<file path="config.mk">
export PLATFORM = sky130hd
export DESIGN_NAME = alu_ctrl_fsm
export DESIGN_NICKNAME = d
export VERILOG_FILES = /design/src/rtl/alu_ctrl_fsm.sv
export SDC_FILE = /design/constraint.sdc
export NUM_CORES = 1
export LEC_CHECK = 0
export CORE_MARGIN = 2
export CORE_UTILIZATION = 40
export DETAILED_ROUTE_END_ITERATION = 16
export PLACE_DENSITY = 0.83
export SLEW_MARGIN = 5
export SYNTH_ARGS = -nofsm -noshare
export SYNTH_HDL_FRONTEND = slang
export SYNTH_SLANG_ARGS = --single-unit
</file>
<file path="constraint.sdc">
create_clock -name clk -period 2.48 [get_ports clk]
set_input_delay 0.496 -clock clk [delete_from_list [all_inputs] [get_ports clk]]
set_output_delay 0.496 -clock clk [all_outputs]
set_load 0.03 [all_outputs]
</file>
<file path="src/rtl/alu_ctrl_fsm.sv">
// alu_ctrl_fsm
// Multi-cycle control sequencer for the 32-bit ALU datapath. Accepts one
// RV32I-subset instruction per handshake, decodes it into a registered ALU
// function code / operand select, then emits a register-write strobe, a
// branch-taken strobe or an illegal-encoding strobe before returning to idle.
//
// Optional feature macro: ALU_CTRL_BNE_EN (when defined, bne is supported;
// otherwise branch funct3 001 takes the illegal path).
//
// Ports:
//   clk            rising-edge clock
//   rst            asynchronous active-high reset
//   instr_i        instruction word, sampled only on accept
//   instr_valid_i  instr_i is valid
//   instr_ready_o  high only in IDLE
//   zero_i         ALU zero flag, used in the branch cycle
//   alu_ctrl_o     ALU function code (ADD=0 SUB=1 AND=2 OR=3 SLT=4 LSHIFT=5 PASSOP2=6)
//   alu_src_o      1 = immediate as op2, 0 = rs2
//   reg_write_o    one-cycle regfile write strobe
//   pc_src_o       one-cycle branch-taken strobe
//   illegal_o      one-cycle unsupported-encoding strobe
//   done_o         one-cycle strobe on the last cycle of every instruction
module alu_ctrl_fsm #(
   parameter int DATA_WIDTH = 32
) (
   input  logic                  clk,
   input  logic                  rst,
   input  logic [DATA_WIDTH-1:0] instr_i,
   input  logic                  instr_valid_i,
   output logic                  instr_ready_o,
   input  logic                  zero_i,
   output logic [2:0]            alu_ctrl_o,
   output logic                  alu_src_o,
   output logic                  reg_write_o,
   output logic                  pc_src_o,
   output logic                  illegal_o,
   output logic                  done_o
);

   localparam logic [2:0] FN_ADD     = 3'd0;
   localparam logic [2:0] FN_SUB     = 3'd1;
   localparam logic [2:0] FN_AND     = 3'd2;
   localparam logic [2:0] FN_OR      = 3'd3;
   localparam logic [2:0] FN_SLT     = 3'd4;
   localparam logic [2:0] FN_LSHIFT  = 3'd5;
   localparam logic [2:0] FN_PASSOP2 = 3'd6;

   localparam logic [6:0] OP_R   = 7'b0110011;
   localparam logic [6:0] OP_I   = 7'b0010011;
   localparam logic [6:0] OP_LUI = 7'b0110111;
   localparam logic [6:0] OP_BR  = 7'b1100011;

   typedef enum logic [2:0] {
      S_IDLE,
      S_DECODE,
      S_EXEC,
      S_WB,
      S_BR,
      S_ERR
   } state_t;

   state_t state, state_next;

   logic [DATA_WIDTH-1:0] instr_q;
   logic [2:0]            dec_ctrl_q;
   logic                  dec_src_q;
   logic                  dec_branch_q;
   logic                  dec_bne_q;

   logic [2:0] d_ctrl;
   logic       d_src;
   logic       d_branch;
   logic       d_bne;
   logic       d_illegal;

   logic [6:0] opcode;
   logic [2:0] funct3;
   logic [6:0] funct7;

   assign opcode = instr_q[6:0];
   assign funct3 = instr_q[14:12];
   assign funct7 = instr_q[31:25];

   // Register/immediate fields are consumed by the datapath, not here.
   logic unused_fields;
   assign unused_fields = ^{instr_q[24:15], instr_q[11:7]};

   // Decode of the latched word; only meaningful while in DECODE.
   always_comb begin
      d_ctrl    = FN_ADD;
      d_src     = 1'b0;
      d_branch  = 1'b0;
      d_bne     = 1'b0;
      d_illegal = 1'b0;
      case (opcode)
         OP_R, OP_I: begin
            d_src = (opcode == OP_I);
            case (funct3)
               3'b000: begin
                  if (opcode == OP_R) begin
                     if (funct7 == 7'b0100000)      d_ctrl = FN_SUB;
                     else if (funct7 != 7'b0000000) d_illegal = 1'b1;
                  end
               end
               3'b001: begin
                  d_ctrl = FN_LSHIFT;
                  if (opcode == OP_I && funct7 != 7'b0000000) d_illegal = 1'b1;
               end
               3'b010:  d_ctrl = FN_SLT;
               3'b110:  d_ctrl = FN_OR;
               3'b111:  d_ctrl = FN_AND;
               default: d_illegal = 1'b1;
            endcase
         end
         OP_LUI: begin
            d_ctrl = FN_PASSOP2;
            d_src  = 1'b1;
         end
         OP_BR: begin
            d_ctrl   = FN_SUB;
            d_branch = 1'b1;
            case (funct3)
               3'b000: d_bne = 1'b0;
`ifdef ALU_CTRL_BNE_EN
               3'b001: d_bne = 1'b1;
`endif
               default: d_illegal = 1'b1;
            endcase
         end
         default: d_illegal = 1'b1;
      endcase
   end

   always_ff @(posedge clk or posedge rst) begin
      if (rst) state <= S_IDLE;
      else     state <= state_next;
   end

   always_ff @(posedge clk or posedge rst) begin
      if (rst) begin
         instr_q      <= '0;
         dec_ctrl_q   <= FN_ADD;
         dec_src_q    <= 1'b0;
         dec_branch_q <= 1'b0;
         dec_bne_q    <= 1'b0;
      end else begin
         if (state == S_IDLE && instr_valid_i) instr_q <= instr_i;
         if (state == S_DECODE) begin
            dec_ctrl_q   <= d_ctrl;
            dec_src_q    <= d_src;
            dec_branch_q <= d_branch;
            dec_bne_q    <= d_bne;
         end
      end
   end

   always_comb begin
      state_next = state;
      case (state)
         S_IDLE:   if (instr_valid_i) state_next = S_DECODE;
         S_DECODE: state_next = d_illegal ? S_ERR : S_EXEC;
         S_EXEC:   state_next = dec_branch_q ? S_BR : S_WB;
         S_WB,
         S_BR,
         S_ERR:    state_next = S_IDLE;
         default:  state_next = S_IDLE;
      endcase
   end

   always_comb begin
      instr_ready_o = 1'b0;
      alu_ctrl_o    = FN_ADD;
      alu_src_o     = 1'b0;
      reg_write_o   = 1'b0;
      pc_src_o      = 1'b0;
      illegal_o     = 1'b0;
      done_o        = 1'b0;
      case (state)
         S_IDLE: instr_ready_o = 1'b1;
         S_EXEC: begin
            alu_ctrl_o = dec_ctrl_q;
            alu_src_o  = dec_src_q;
         end
         S_WB: begin
            alu_ctrl_o  = dec_ctrl_q;
            alu_src_o   = dec_src_q;
            reg_write_o = 1'b1;
            done_o      = 1'b1;
         end
         S_BR: begin
            alu_ctrl_o = dec_ctrl_q;
            alu_src_o  = dec_src_q;
            pc_src_o   = dec_bne_q ? ~zero_i : zero_i;
            done_o     = 1'b1;
         end
         S_ERR: begin
            illegal_o = 1'b1;
            done_o    = 1'b1;
         end
         default: ;
      endcase
   end

endmodule

</file>
== Yosys cells after proc, flatten, opt, wreduce, memory -nomap -nowiden ==
Cells that the tools add are included.
Storage, ports and cells
  input port bits: 36
  flip-flop bits (word level): 40
  word-level logic and storage cells: 53
Operators by class
  reductions and logical operators: 9
  equal/unequal tests: 15
  muxes and demuxes: 24
Operators with widths (count)
  == test 7 x 6 -> 1 bit (second input constant): 3
  case mux 3 bit (3 select lines): 2
  case mux 3 bit (5 select lines): 1
  two-way mux 1 bit: 14
  == test 3 bit (second input constant): 4
  two-way mux 3 bit: 4
  == test 3 x 2 -> 1 bit (second input constant): 3
  OR reduction 3 bit: 3
  == test 7 x 5 -> 1 bit (second input constant): 1
  == test 7 bit (second input constant): 1
  nonzero test 7 bit: 1
  == test 3 x 1 -> 1 bit (second input constant): 2
  logical NOT 3 bit: 2
  case mux 1 bit (3 select lines): 2
  logical AND 1 bit: 2
  inequality test 2 bit (second input constant): 1
  case mux 1 bit (2 select lines): 1
  OR reduction 2 bit: 1

== Depth between registers and ports, before layout ==
Gate-level depths: netlist of run 1.
  word-level depth: 8
  mapped depth: 6

== Worst setup path after synthesis of run 1 ==
Ideal clock, no wire load.
  path type: reg2out
  from: register state[1]
  to: output done_o
  data required time: 1984 ps
  arrival time: 1262 ps
  slack: 722 ps
  path buffers: 0
  stages on the path, launching flop included: 4
  cells stage by stage: dfrtp_1 nor2b_1 and2_1 nand2b_1
Between the ends
  word-level cells in the longest chain between the ends: 3
  elaborated cells on any way between the ends: 5
  those cells by class: eq/ne (3); mux (1); reduce/logical (1)
RTL lines
  start, declared: RTL line 62  | state_t state, state_next;
  start signal, assigned: RTL line 136  | else state <= state_next;
  == test 3 bit / == test 3 x 2 -> 1 bit (equally long branches): RTL line 178  | case (state)
  OR reduction 3 bit (no line) *
  two-way mux 1 bit *: RTL line 178
  end, declared: RTL line 37  | output logic done_o
Mark *: on every way between the ends. The rest lies on a longest branch, timed or not.

== Final worst setup path of run 1 ==
  from: register state[1]
  to: output illegal_o
Between the ends
  word-level cells in the longest chain between the ends: 2
RTL lines
  == test 3 bit: RTL line 178
  two-way mux 1 bit: RTL line 178
  end, declared: RTL line 36  | output logic illegal_o,
No other way between the ends.

==> out/metrics.csv, run 1 <==
metric,value,unit
io_buffers,29,
rsz0062_at_grt,false,
fp.coreArea,3000,µm²
antenna_found_initial,0,
critPathKind,reg2out,
start_util,41.4,%
skew,0.00183,ns
nets,177,
vias_per_cell,5.30,
synth_mux_area_share,14.4,%
yosysSeqAreaShare,50.3,%
cts_buffers,3,
hold_class,reg2reg,
tritoncts,built,
maxCapViolCount,0,
crit_fanout,7,
dp_hpwl,1.81,mm
num_antenna_cells,0,
fillers,295,
min_path_cells,2,
hold_viol,0,
fin_area,1590,µm²
setup_viol,0,
track_usage,14.4,%
grt-ovfl-total,0,
setup_tns,0,ns
hold_buffers,0,
die_area,3570,µm²
route.detailed.drc,0,
tightest_slew,0.397,ns
synth_xor_area_share,0.704,%
cts_max_path_buffers,2,
period_needed,2.28,ns
max_slew_margin,73.5,%
clkSinkCount,25,
clkLatencyLatePin,0.31,ns
synth_nets,146,
drive_above_1_share,19.3,%
placed_cell_area,1560,µm²
grt_pass1_vias,967,
cts-root-buf,clkbuf_4,
final_antenna_net_count,0,
syn-cell-area,1240,µm²
wl_per_cell,13.2,µm
drtPass1Iterations,4,
synth-simple-area-share,18.9,%
layout.cells.non_filler,173,
layout-area-overhead-vs-synth,28.1,%
finalWirelength,2.28,mm
avgSynthCellArea,11.3,µm²
synth_compound_area_share,11.6,%
htreeDepth,1,
fmax,438,MHz
ys_types,36,
synth_fa_ha_area_share,0,%
p_leak,0.000719,µW
powerDensity,977,nW/µm²
hold_ws,0.497,ns
boundaryPins,45,
dp.cells,169,
place_congestion,0.887,
die_w,59.8,µm
grt_pass1_wl,3.97,mm
critPathCaptureType,primary output,
rr_worst_depth,5,
status,completed,
synth-seq-cells,25,
synth_top_family_by_area,simple AND/OR/NAND/NOR gates,
cp_data_arrival_time,1.79,ns
drt_iter0_drc,36,
fin_crit_sh,92.0,%
p_total,1560,µW
grt_start_max_net_pins,26,
clk_pin_slew,0.12,ns
peakVddDrop,0.538,mV
netlist_instances,110,
required,1.98,ns
slew_viol_final,0,
fp.dieH,59.8,µm
cp-start-kind,flip-flop,
yosys_warnings,0,
row_count,20,
num_vias,917,
-- flip-flops by register name, indices dropped and copies added, names as in the netlist --
signal,count
dec_src_q,1
dec_ctrl_q,3
state,3
instr_q,17
dec_branch_q,1
-- Yosys cell counts --
library cell / instances / share of area (%)
nand2_1: 7 / 2.1
or2_2: 1 / 0.50
and2_1: 2 / 1.0
nand2b_1: 3 / 1.5
a211o_1: 1 / 0.70
a31o_1: 1 / 0.70
nand3_1: 1 / 0.40
a2111oi_2: 1 / 1.2
buf_4: 1 / 0.60
nor3_1: 3 / 1.2
a2bb2oi_1: 1 / 0.70
o41a_1: 1 / 0.91
nand3b_1: 1 / 0.60
clkbuf_1: 1 / 0.30
inv_1: 5 / 1.5
buf_6: 1 / 0.91
nor2_1: 7 / 2.1
mux2i_1: 1 / 0.80
a21o_1: 1 / 0.60
nor3_2: 1 / 0.80
nand3b_4: 1 / 1.6
o22ai_1: 1 / 0.50
buf_2: 2 / 0.80
or4_4: 1 / 0.91
nor4b_1: 2 / 1.4
nor4b_2: 1 / 1.2
nor2b_1: 7 / 3.5
a21oi_1: 1 / 0.40
o21ai_0: 7 / 2.8
o21bai_1: 1 / 0.60
xor2_1: 1 / 0.70
dfrtp_1: 25 / 50
mux2_2: 15 / 14
a311oi_1: 1 / 0.70
o32ai_1: 1 / 0.70
a31oi_1: 2 / 1.0
-- power by group --
group	internal (µW)	switching (µW)	leakage (µW)	total, µW
Clock	62.8	112	0.0000150	175
Sequential	575	180	0.000309	755
Combinational	336	290	0.000395	626
-- timing repair --
action | CTS | global route
resized for setup | 4 | 3
setup endpoints to repair | 4 | 3
setup buffers | 0 | 0
-- cells by family after synthesis --
family          Yosys count
buf+inv                  10
simple gates             38
mux                      16
xor+xnor                  1
compound gates           20
flops                    25
-- metrics by stage --
| stage | setup WS (ns) | utilization (%) |
|---|---|---|
| floorplan | 0.722 | - |
| CTS | 0.00976 | 52.8 |
| global route | 0.0679 | 53.0 |
| detailed placement | 0.273 | 52.1 |
| finish | 0.197 | 53.0 |
| global placement | 0.275 | 52.1 |
-- area by class of cell --
type                    instances  area, µm²  area share [%]
inverters                       5       18.8            1.18
clock buffers                   4       26.3            1.65
repair buffers                 31        308            19.3
multi-input cells              75        573            36.0
flip-flops and latches         25        626            39.3
well taps                      33       41.3            2.59
-- final timing paths --
| path | startpoint | end | slack (ns) |
|---|---|---|---|
| worst max-delay path | state[1] | illegal_o | 0.20 |
| worst min-delay path | dec_ctrl_q[2] | dec_ctrl_q[2] | 0.50 |
| worst max register to register | instr_q[3] | state[0] | 0.71 |
| worst min register to register | dec_ctrl_q[2] | dec_ctrl_q[2] | 0.50 |
| max in group asynchronous | rst | instr_q[4] | 1.73 |
| min in group asynchronous | rst | instr_q[29] | 0.51 |
-- routing by layer --
metal	wire, µm	share of wire, %	global-route usage, %	up-vias
li1	-	-	-	451
met1	908	40	16.1	439
met2	1250	55	27.6	25
met3	108	4.7	2.60	2
met4	15	0.66	3.81	0
met5	0	0	0	-
-- worst max-delay path: stages, from the launching register on --
cell and delay (ns):
dfrtp_1 0.47, nand2b_1 0.22, nor2_1 0.11, clkdlybuf4s50_1 0.68
-- placed cells by master (no fill, tap or decap), types with 3 or more instances in the layout --
master / netlist / final
dlymetal6s2s_1: 0 / 3
dfrtp_1: 25 / 25
nand2_1: 7 / 7
o21ai_0: 7 / 7
clkdlybuf4s50_1: 0 / 22
nor3_1: 3 / 3
clkbuf_4: 0 / 3
nand2b_1: 3 / 3
nor2_1: 7 / 7
mux2_2: 15 / 15
inv_1: 5 / 5
dlygate4sd2_1: 0 / 4
nor2b_1: 7 / 7
Note: power is estimated with default switching activity, not from simulation.
==> inputs of run 2 (changes only) <==
--- a/config.mk
+++ b/config.mk
@@ -8,7 +8,7 @@
 export CORE_MARGIN = 2
 export CORE_UTILIZATION = 40
 export DETAILED_ROUTE_END_ITERATION = 16
-export PLACE_DENSITY = 0.83
+export PLACE_DENSITY = 0.81
 export SLEW_MARGIN = 5
 export SYNTH_ARGS = -nofsm -noshare
 export SYNTH_HDL_FRONTEND = slang
==> out/metrics.csv, run 2 (synthesis results as in run 1) <==
metric,value,unit,change
vias_per_cell,5.36,,+1.2%
placed_cell_area,1560,µm²,unchanged
period_needed,2.33,ns,+0.0451 ns
cts_buffers,3,,unchanged
row_count,20,,unchanged
hold_start,dec_ctrl_q[2],,
start_util,41.4,%,unchanged
use_met2,25.8,%,-1.9 points
place_congestion,0.875,,-1.3%
grt_start_max_net_pins,26,,unchanged
rsz0062_at_grt,false,,
boundaryPins,45,,unchanged
critPathKind,reg2out,,
mostFrequentLayoutCell,dfrtp_1,,
dp_hpwl,1.72,mm,-5.1%
peakVddDrop,0.438,mV,-19%
setup_viol,0,,unchanged
finalWirelength,2.22,mm,-2.4%
drtPass1Iterations,2,,-2
num_antenna_cells,0,,unchanged
fp.coreArea,3000,µm²,unchanged
die_area,3570,µm²,unchanged
hold_viol,0,,unchanged
rrSetupSlack,0.71,ns,about the same
grt_pass1_vias,891,,-7.9%
grt_pass1_wl,3.64,mm,-8.5%
antenna_found_initial,0,,unchanged
skew,0.000569,ns,-0.00126 ns
slew_viol_final,0,,unchanged
cp_data_arrival_time,1.83,ns,+0.04 ns
hold_class,reg2reg,,
cts_resized,4,,unchanged
largest_reg_flops,17,,unchanged
hold_buffers,0,,unchanged
clk_pin_slew,0.12,ns,about the same
cts-root-buf,clkbuf_4,,
track_usage,13.5,%,-0.88 points
fp.dieH,59.8,µm,unchanged
use_met3,2.16,%,-0.43 points
clkLatencyLatePin,0.30,ns,about the same
die_w,59.8,µm,unchanged
fin_area,1590,µm²,-0.16%
p_leak,0.000701,µW,-2.6%
max_slew_margin,72.2,%,-1.3 points
cts_max_path_buffers,2,,unchanged
final_cell_mix,"dfrtp_1, clkdlybuf4s50_1, mux2_2",,
reg_top3,"instr_q (17), dec_ctrl_q (3), state (3)",,
htreeDepth,1,,unchanged
tritoncts,built,,
crit_start,state[1],,
drt_iter0_drc,16,,-56%
tightest_slew,0.416,ns,+0.0196 ns
powerDensity,975,nW/µm²,-0.20%
maxCapViolCount,0,,unchanged
layout-area-overhead-vs-synth,27.9,%,
setup_tns,0,ns,unchanged
top_register,instr_q,,
grt_use_met1,13.9,%,-2.1 points
num_vias,928,,+1.2%
wl_per_cell,12.8,µm,-2.4%
fmax,430,MHz,-1.9%
route.detailed.drc,0,,unchanged
required,1.98,ns,about the same
post-cts-setup-buffers,0,,unchanged
io_buffers,29,,unchanged
fin_crit_sh,93.9,%,+1.8 points
clkSinkCount,25,,unchanged
drive_above_1_share,19.3,%,unchanged
final_antenna_net_count,0,,unchanged
top_usage_layer,met2,,
fillers,277,,-6.1%
crit_fanout,7,,unchanged
status,completed,,
cp-start-kind,flip-flop,,
r2r_start,instr_q[3],,
critPathCaptureType,primary output,,
nets,177,,unchanged
grt-ovfl-total,0,,unchanged
-- run 2: layout make-up --
class,instances,area [µm²],area share [%]
sequential,25,626,39.3
clock buffer,4,26.3,1.65
multi-input combinational,75,573,36.0
timing repair buffer,31,305,19.2
inverter,5,18.8,1.18
tap,33,41.3,2.60
-- run 2: per-layer routing --
| layer | routed length, µm | vias up |
|---|---|---|
| met4 | 11 | 0 |
| met1 | 924 | 450 |
| li1 | - | 451 |
| met3 | 121 | 2 |
| met2 | 1170 | 25 |
| met5 | 0 | - |
-- run 2: worst max-delay path, cell delays in order, from the launching register on --
cell             delay (ns)
dfrtp_1                0.47
nor2b_1                0.23
and2_1                 0.17
clkdlybuf4s50_1        0.67
-- run 2: worst paths after layout --
check / depth (start not counted) / to
max: 3 / reg_write_o
min: 2 / dec_ctrl_q[2]
max reg2reg: 5 / state[0]
min reg2reg: 2 / dec_ctrl_q[2]
max in group asynchronous: 3 / instr_q[14]
min in group asynchronous: 3 / instr_q[3]
-- run 2: through the flow --
| stage | cells | utilization, % | hold slack [ns] | setup slack [ns] | total power [µW] |
|---|---|---|---|---|---|
| after floorplan | 110 | - | 0.442 | 0.722 | 1230 |
| final | 173 | 53.0 | 0.494 | 0.152 | 1550 |
| after CTS | 173 | 52.8 | 0.505 | 0.0211 | 1580 |
| after global routing | 173 | 53.0 | 0.529 | 0.00587 | 1670 |
| after global placement | 169 | 52.1 | 0.460 | 0.274 | 1360 |
| after detailed placement | 169 | 52.1 | 0.475 | 0.241 | 1400 |
-- run 2: power breakdown --
group	switching, µW	total (µW)	internal [µW]
clock network	109	172	62.7
logic	288	624	336
registers	180	755	575
==> inputs of run 3 (changes only) <==
--- a/config.mk
+++ b/config.mk
@@ -9,7 +9,6 @@
 export CORE_UTILIZATION = 40
 export DETAILED_ROUTE_END_ITERATION = 16
 export PLACE_DENSITY = 0.81
-export SLEW_MARGIN = 5
 export SYNTH_ARGS = -nofsm -noshare
 export SYNTH_HDL_FRONTEND = slang
 export SYNTH_SLANG_ARGS = --single-unit
==> results of run 3 <==
No change in the layout: final DEF, timing and power equal those of run 2.
